File: src/rtl/alu_pkg.sv
// Shared opcode encoding and sequencer state encoding for the 8-bit ALU
// datapath and the issue/capture sequencer wrapped around it.
package alu_pkg;

  localparam logic [3:0] OP_NOP  = 4'd0;
  localparam logic [3:0] OP_ADD  = 4'd1;
  localparam logic [3:0] OP_SUB  = 4'd2;
  localparam logic [3:0] OP_AND  = 4'd3;
  localparam logic [3:0] OP_OR   = 4'd4;
  localparam logic [3:0] OP_XOR  = 4'd5;
  localparam logic [3:0] OP_INV  = 4'd6;
  localparam logic [3:0] OP_SHL  = 4'd7;
  localparam logic [3:0] OP_SHR  = 4'd8;
  localparam logic [3:0] OP_LAST = OP_SHR;

  typedef enum logic [1:0] {
    ST_IDLE = 2'd0,
    ST_EXEC = 2'd1,
    ST_DONE = 2'd2
  } seq_state_t;

  // Codes above the last defined opcode are accepted but flagged as errors.
  function automatic logic op_illegal(input logic [3:0] op);
    return (op > OP_LAST);
  endfunction

endpackage

File: src/rtl/alu_op_sequencer.sv
// Issue/capture stage around the combinational ALU. Requests arrive over a
// valid/ready handshake, operands are held in registers that drive the ALU,
// and the settled result is captured with flags and offered downstream.
//
// state   | meaning
// --------+------------------------------------------------------------
// ST_IDLE | in_ready=1, waiting for a request
// ST_EXEC | operands stable on the ALU, result captured at end of cycle
// ST_DONE | out_valid=1, result held until out_ready
module alu_op_sequencer
  import alu_pkg::*;
#(
  parameter int W     = 8,
  parameter int CNT_W = 16
) (
  input  logic             clk,
  input  logic             rst,
  input  logic             in_valid,
  output logic             in_ready,
  input  logic [W-1:0]     in_a,
  input  logic [W-1:0]     in_b,
  input  logic [3:0]       in_op,
  input  logic             in_use_acc,
  output logic [W-1:0]     alu_a,
  output logic [W-1:0]     alu_b,
  output logic [3:0]       alu_s,
  input  logic [W-1:0]     alu_result,
  output logic             out_valid,
  input  logic             out_ready,
  output logic [W-1:0]     out_result,
  output logic             out_zero,
  output logic             out_err,
  output logic [W-1:0]     acc,
  output logic [CNT_W-1:0] op_count
);

  seq_state_t state;

  logic         illegal;
  logic [W-1:0] capture;

  // Value to capture at the end of EXEC; illegal opcodes are forced to zero.
  always_comb begin
    illegal = op_illegal(alu_s);
    capture = illegal ? '0 : alu_result;
  end

  // Sequencer FSM with registered handshake, operand and result outputs.
  // The operand registers only load on accept, so the ALU inputs stay
  // frozen while a result is pending downstream.
  always_ff @(posedge clk) begin
    if (rst) begin
      state      <= ST_IDLE;
      in_ready   <= 1'b1;
      out_valid  <= 1'b0;
      out_result <= '0;
      out_zero   <= 1'b0;
      out_err    <= 1'b0;
      acc        <= '0;
      op_count   <= '0;
      alu_a      <= '0;
      alu_b      <= '0;
      alu_s      <= OP_NOP;
    end else begin
      case (state)
        ST_IDLE: begin
          if (in_valid && in_ready) begin
            alu_a    <= in_use_acc ? acc : in_a;
            alu_b    <= in_b;
            alu_s    <= in_op;
            in_ready <= 1'b0;
            state    <= ST_EXEC;
          end
        end
        ST_EXEC: begin
          out_result <= capture;
          out_zero   <= (capture == '0);
          out_err    <= illegal;
          out_valid  <= 1'b1;
          state      <= ST_DONE;
        end
        ST_DONE: begin
          if (out_ready) begin
            op_count  <= op_count + CNT_W'(1);
            // An errored op leaves the accumulator untouched for the chain.
            if (!out_err) begin
              acc <= out_result;
            end
            out_valid <= 1'b0;
            in_ready  <= 1'b1;
            state     <= ST_IDLE;
          end
        end
        default: begin
          out_valid <= 1'b0;
          in_ready  <= 1'b1;
          state     <= ST_IDLE;
        end
      endcase
    end
  end

endmodule

File: config.mk
export PLATFORM = sky130hd
export DESIGN_NAME = alu_op_sequencer
export DESIGN_NICKNAME = d
export VERILOG_FILES = /design/src/rtl/alu_pkg.sv /design/src/rtl/alu_op_sequencer.sv
export SDC_FILE = /design/constraint.sdc
export NUM_CORES = 1
export LEC_CHECK = 0
export ABC_CLOCK_PERIOD_IN_PS = 2000
export CORE_UTILIZATION = 46
export CTS_BUF_LIST = sky130_fd_sc_hd__clkbuf_8
export CTS_CLUSTER_DIAMETER = 50
export DETAILED_ROUTE_END_ITERATION = 6
export GPL_ROUTABILITY_DRIVEN = 0
export PLACE_DENSITY = 0.82
export REMOVE_ABC_BUFFERS = 1
export SLEW_MARGIN = 20
export SYNTH_ARGS = -nofsm -noshare
export SYNTH_HDL_FRONTEND = slang
export SYNTH_SLANG_ARGS = --single-unit
File: constraint.sdc
create_clock -name clk -period 2 [get_ports clk]
set_input_delay 0.4 -clock clk [delete_from_list [all_inputs] [get_ports clk]]
set_output_delay 0.4 -clock clk [all_outputs]
set_load 0.02 [all_outputs]
Yosys cells after proc, flatten, opt, wreduce, memory -nomap -nowiden

Cells that the tools add are included.

Input bits: 33
Output and inout port bits: 56
Register bits: 58
Logic and storage cells: 39

Add/subtract/negate cells: 1
Order comparisons: 1
Reduce and logical (&&, ||, !) cells: 9
Equality and inequality tests: 4
Multiplexer cells: 10
Bitwise logic cells: 3

Operator list:

| cell                                                  | number |
|---|---|
| adder 16 x 1 -> 16 bit (second input constant)        | 1 |
| 2-to-1 mux 8 bit                                      | 2 |
| zero test 8 bit                                       | 1 |
| AND reduction 2 bit                                   | 4 |
| case mux 1 bit (3 select lines)                       | 2 |
| case mux 2 bit (3 select lines)                       | 1 |
| AND reduction 3 bit                                   | 2 |
| greater-than comparator 4 bit (second input constant) | 1 |
| 2-to-1 mux 2 bit                                      | 2 |
| inequality test 2 bit (second input constant)         | 2 |
| 2-to-1 mux 1 bit                                      | 3 |
| inverter 1 bit                                        | 3 |
| equality test 2 x 1 -> 1 bit (second input constant)  | 1 |
| equality test 2 bit (second input constant)           | 1 |
| zero test 2 bit                                       | 1 |
| logical AND 1 bit                                     | 1 |

Depth between registers and ports, before layout

Gate-level depths: netlist of the first run.

Depth after elaboration: 3
Gate-level depth with buffers: 6
Mapped depth without buffers: 5

Worst setup path before layout of the first run

No wires, ideal clock.

Path type: register -> register
Start: reg op_count[2]
End: reg op_count[13]
Slack: 0.418 ns
Buffers on the path: 1
Arrival time: 1.450 ns
Cell stages (with the launch flop): 6
Clock period less this slack: 1.582 ns
Required time: 1.868 ns
Cell sequence: dfxtp_1 -> buf_4 -> nand3_2 -> or4_1 -> o21ai_1 -> a21oi_1

Longest elaborated chain between the ends: 1

RTL lines:

| what                   | RTL line               | text |
|---|---|---|
| start, declared        | alu_op_sequencer.sv:34 | `output logic [CNT_W-1:0] op_count` |
| start signal, assigned | alu_op_sequencer.sv:84 | `op_count <= op_count + CNT_W'(1);` |
| adder 16 x 1 -> 16 bit | alu_op_sequencer.sv:84 |  |

No other way between the ends.
A chain may end at the register's enable or synchronous reset.

Worst setup path in the final report of the first run

Start: reg op_count[3]
End: out op_count[3]

No word-level cell between the ends.

==> results by group, run 1 <==
Status
  • Status: complete, no violations

Worst setup path
  • Critical path required time: 1.60 ns
  • FF-to-FF setup slack: 0.43 ns
  • CP arrival: 1.50 ns
  • CP Buf/Inv Count: 1
  • Crit start category: flip-flop
  • Largest delay share family, worst path: buffers and inverters
  • Reg2reg end: op_count[14]
  • Kind of end point of the critical path: output port
  • Kind of critical path: reg -> out
  • Critical path's slowest cell: clkdlybuf4s50_1
  • Worst path cell trace: clkdlybuf4s50_1
  • R2R cell count: 4
  • Max stage delay on crit path: 0.67 ns
  • Crit path max fanout: 7
  • Worst r2r src: op_count[3]

Clocking
  • Post-CTS Hold Buffers: 0
  • CTS tree: yes
  • Maximum clock path buffer count: 2
  • H-Tree Level Count: 3
  • Register clock-pin slew on the reported worst setup and hold paths: 0.06 ns
  • Post-CTS Setup Repair Bufs: 0
  • CTS sink count: 58
  • Worst-Skew Late Latency: 0.32 ns
  • Post_cts resized: 0
  • Num CTS Buffers: 9
  • Root buffer cell: clkbuf_8

STA
  • Worst Tran Pin Value: 0.480 ns
  • Setup violators final: 0
  • Slew margin rel.: 68.0%
  • Final period util: 94.8%
  • Unrepaired setup endpoints after global routing: false
  • Fin Clk Skew: 0.00498 ns
  • Crit path time final: 1.90 ns
  • Max Fclk: 0.528 GHz
  • Final TNS setup: 0 ns
  • Post-route setup slack: 0.105 ns
  • Endpoints failing hold: 0
  • Slew Viols, Final: 0

Die
  • Die X: 74.7 um
  • Initial core utilization: 47.6%
  • Core area: 5110 sq um
  • Die Footprint: 5580 sq um
  • Die Y-Extent: 74.7 um
  • IO Count: 89
  • Core Rows: 26

Final layout
  • Nets: 402
  • ANT cells: 0
  • Layout area overhead: 47.2%
  • Final Instance Count excl. Fillers: 443
  • Share of cells above drive strength 1: 9.65%
  • Final Cell Area: 3580 sq um
  • Final design utilization: 70.1%

Worst hold path
  • Hold Crit Start: alu_b[2]
  • Worst hold path class: reg -> reg
  • Worst Hold End: alu_b[2]
  • Worst Hold Depth: 2

Synth
  • Sequential-to-total area share from yosys stat: 47.7%
  • Top-area cell type share of the netlist area: 47.7%
  • Post-Synth XOR/XNOR Area: 3.60%
  • Mux share of post-synthesis cell area: 4.94%
  • Synth cell count leaders: dfxtp_1 (58), nand2_1 (47), a21oi_1 (34), nor2_1 (31), nand3_1 (13)
  • YS warnings: 0
  • Synth area leaders: dfxtp_1 (48%), nand2_1 (7.3%), a21oi_1 (7.0%)
  • Syn Inst Count: 275
  • Most common cell in the synthesized netlist: dfxtp_1
  • Synth cell types: 42
  • Post-synth top flop: dfxtp_1
  • Yosys reg bits: 58
  • Synthesized area: 2430 sq um
  • Syn_area_per_cell: 8.84 sq um
  • Post-Synth Simple-Gate Area: 26.5%
  • Post-synth EDFFs: 0
  • Synth area leader: dfxtp_1
  • Adder-Cell Fraction of Synth Area: 0.514%
  • Ys async rst share: 0%
  • Largest family of logic cells by synthesized area: simple AND/OR/NAND/NOR gates
  • Compound-gate portion of the synthesized area: 12.7%

Placed design
  • HPWL after DPL: 4.23 mm
  • DP Worst Slack: 0.0265 ns
  • Cell Area, Placed: 3400 sq um
  • Buffers added on ports: 88
  • Placed Instances: 427

Global route
  • Met1 usage: 29.9%
  • GR Overflow Total: 0
  • Global-route wire length before repair: 9.60 mm
  • Vias in the first global route: 2061
  • M3 GR Usage: 5.09%
  • GR peak layer: met2
  • Largest net degree at the start of global routing: 29
  • Initial antenna violation count: 0
  • Met2 GRT Util: 34.8%
  • Total GRT Usage: 22.8%

Route
  • Initial DRC Count: 141
  • Routed len/inst: 13.3 um
  • DRC Markers: 0
  • Vias/cell: 5.10
  • Via count: 2261
  • Antenna-violating nets left: 0
  • Pre-Repair DR Iteration Count: 4
  • Routed Wire Length: 5.90 mm

Power
  • Worst VDD drop: 0.000499 V
  • Leak pwr: 1.35 nW
  • Net Sw Power: 0.000654 W
  • PD cells: 725 nW/um^2
  • Pint: 0.00194 W
  • Switching Share: 25.2%
  • Combinational share of power: 14.9%
  • Sequential power share: 47.9%
  • Clock network fraction of design power: 37.2%

Flow run
  • Max Cap Viol: 0
area by class of cell:
class	count	area, sq um
Sequential cell	58	1160
Inverter	1	3.75
Timing Repair Buffer	99	971
Clock buffer	12	165
Tap cell	70	87.6
Multi-Input combinational cell	199	1170
Fill cell	422	1530
Clock inverter	4	17.5
power groups by stage:
stage               Combinational [W]  Clock [W]  Sequential, W
finish                       0.000387   0.000965        0.00124
global route                 0.000420    0.00105        0.00125
CTS                          0.000390   0.000990        0.00124
detailed placement           0.000389          0        0.00127
global placement             0.000383          0        0.00127
floorplan                    0.000111          0        0.00132
layer usage:
metal	part of all wire, %	wire length (um)
met1	47	2750
met2	47	2780
met3	4.3	256
met4	1.9	114
met5	0	0
cell families after synthesis:
| group | after synthesis |
|---|---|
| simple gates | 122 |
| flops | 58 |
| compound gates | 55 |
| buf+inv | 18 |
| mux | 11 |
| xor+xnor | 10 |
| fa+ha+maj | 1 |
registers in the layout (all words and copies together), names as in the netlist, 2 cells and up:
signal / flops
state: 2
op_count: 16
acc: 8
out_result: 8
alu_s: 4
alu_b: 8
alu_a: 8
cells in the final DEF (no fill, tap or decap), drive strengths merged, types with 9 or more instances in the layout:
cell type / count
nor2: 31
dfxtp: 58
o21ai: 10
mux2i: 9
clkbuf: 12
nand3: 14
buf: 12
a21oi: 34
nand2: 47
clkdlybuf4s50: 87
how the worst max path moves through the flow:
stage,from,to,slack (ns),cells past startpoint
after floorplan,op_count[0],op_count[12],0.37,5
after global placement,out_ready,op_count[13],0.04,5
after detailed placement,out_ready,op_count[13],0.03,5
after CTS,op_count[3],op_count[3],0.1,1
after global routing,op_count[3],op_count[3],0.03,1
final,op_count[3],op_count[3],0.10,1
metrics by stage:
stage | hold WS, ns | total power [W]
after global routing | 0.481 | 0.00272
after detailed placement | 0.453 | 0.00166
after global placement | 0.442 | 0.00165
after CTS | 0.462 | 0.00262
final | 0.458 | 0.00260
after floorplan | 0.469 | 0.00143
Note: power is estimated with default switching activity, not from simulation.
==> run 2, diff against run 1 <==
Settings changed: PLACE_DENSITY 0.82 to 0.8.
==> run 2 against run 1 <==
Compared with the run above: critical path depth unchanged; register-to-register slack worse by 0.05 ns; highest routed layer unchanged; setup slack worse by 0.026 ns; fmax is 1.4% lower; non-clock buffer count shrank 2; power increased by 3.4%; critical path type unchanged.
==> results by group, run 2 (synthesis gave the netlist of run 1 again) <==
Status
  • Status: complete, no violations

Power
  • Worst VDD drop: 0.000558 V
  • Leak pwr: 1.35 nW
  • PD cells: 747 nW/um^2
  • Total power: 0.00268 W

Clocking
  • H-Tree Level Count: 3
  • Worst-Skew Late Latency: 0.32 ns
  • Post-CTS Setup Repair Bufs: 0
  • CTS tree: yes
  • Post-CTS Hold Buffers: 0
  • Root buffer cell: clkbuf_8
  • Num CTS Buffers: 9
  • Register clock-pin slew on the reported worst setup and hold paths: 0.06 ns
  • CTS sink count: 58
  • Post_cts resized: 0
  • Maximum clock path buffer count: 2

Worst hold path
  • Worst hold path class: in -> reg

Worst setup path
  • CP Buf/Inv Count: 1
  • Max stage delay on crit path: 0.67 ns
  • Critical path required time: 1.60 ns
  • Largest delay share family, worst path: buffers and inverters
  • Crit start category: flip-flop
  • Kind of end point of the critical path: output port
  • Worst path cell trace: clkdlybuf4s50_1
  • Critical path's slowest cell: clkdlybuf4s50_1
  • Crit path max fanout: 7
  • CP arrival: 1.52 ns
  • Kind of critical path: reg -> out

Route
  • Routed Wire Length: 5.91 mm
  • Routed len/inst: 13.4 um
  • DRC Markers: 0
  • Vias/cell: 4.98
  • Initial DRC Count: 51
  • Pre-Repair DR Iteration Count: 4
  • Antenna-violating nets left: 0
  • Via count: 2198

STA
  • Worst Tran Pin Value: 0.467 ns
  • Slew margin rel.: 68.9%
  • Fin Clk Skew: 0.00384 ns
  • Final TNS setup: 0 ns
  • Endpoints failing hold: 0
  • Setup violators final: 0
  • Max Fclk: 0.520 GHz
  • Crit path time final: 1.92 ns
  • Final period util: 96.1%
  • Slew Viols, Final: 0
  • Unrepaired setup endpoints after global routing: false

Final layout
  • Max FFs per register: 16
  • Most common cell after layout, fill and taps aside: clkdlybuf4s50_1
  • Largest register by flop count: op_count
  • Most frequent cells in the layout: clkdlybuf4s50_1 (87), dfxtp_1 (58), nand2_1 (47)
  • ANT cells: 0
  • Final design utilization: 70.4%
  • Final Cell Area: 3590 sq um
  • Layout area overhead: 47.7%
  • Nets: 400
  • Share of cells above drive strength 1: 8.89%
  • Final Instance Count excl. Fillers: 441

Global route
  • GR Overflow Total: 0
  • Total GRT Usage: 21.7%
  • Global-route wire length before repair: 9.14 mm
  • Vias in the first global route: 1892
  • Largest net degree at the start of global routing: 47
  • Initial antenna violation count: 0

Die
  • Initial core utilization: 47.6%
  • Die X: 74.7 um
  • Core area: 5110 sq um
  • Die Y-Extent: 74.7 um
  • Die Footprint: 5580 sq um
  • IO Count: 89
  • Core Rows: 26

Placed design
  • Cell Area, Placed: 3400 sq um
  • Buffers added on ports: 88
  • HPWL after DPL: 4.13 mm
  • Placed Instances: 425

Flow run
  • Max Cap Viol: 0
==> run 2: changes by cell type in the layout (fill, tap and decap cells not counted), sizes merged <==
cell    delta
bufinv     +1
buf        -2
clkbuf     -1
inv        +1
clkinv     -1
==> run 2: path summary, 6_finish.rpt <==
kind | slack (ns) | cells past startpoint | to | start
max | 0.08 | 1 | op_count[3] | op_count[3]
min | 0.44 | 2 | op_count[2] | rst
max reg2reg | 0.38 | 4 | op_count[14] | op_count[3]
min reg2reg | 0.45 | 2 | alu_b[3] | alu_b[3]
==> run 2: metal layers <==
metal  track usage [%]  wire length (um)
met3              6.02               294
met5                 0                 0
met1              27.8              2750
met4              8.18                34
met2              34.8              2840
==> run 2: report_power, final <==
group / switching, W / internal, W / total, W / leakage, nW
clock network: 0.000425 / 0.000628 / 0.00105 / 0.113
registers: 0.0000373 / 0.00121 / 0.00124 / 0.472
logic: 0.000188 / 0.000199 / 0.000387 / 0.765
total: 0.000651 / 0.00203 / 0.00268 / 1.35
==> run 2: final cells by class <==
type | instances | area, sq um
clock buffers | 11 | 151
clock inverters | 5 | 46.3
fillers | 424 | 1510
inverters | 1 | 3.75
multi-input cells | 199 | 1170
flip-flops and latches | 58 | 1160
well taps | 70 | 87.6
repair buffers | 97 | 968
==> run 2: metrics by stage <==
stage,setup slack [ns],hold WS [ns]
detailed placement,0.0159,0.448
finish,0.0785,0.437
global route,0.0250,0.430
CTS,0.0588,0.421
global placement,0.0641,0.442
floorplan,0.374,0.469
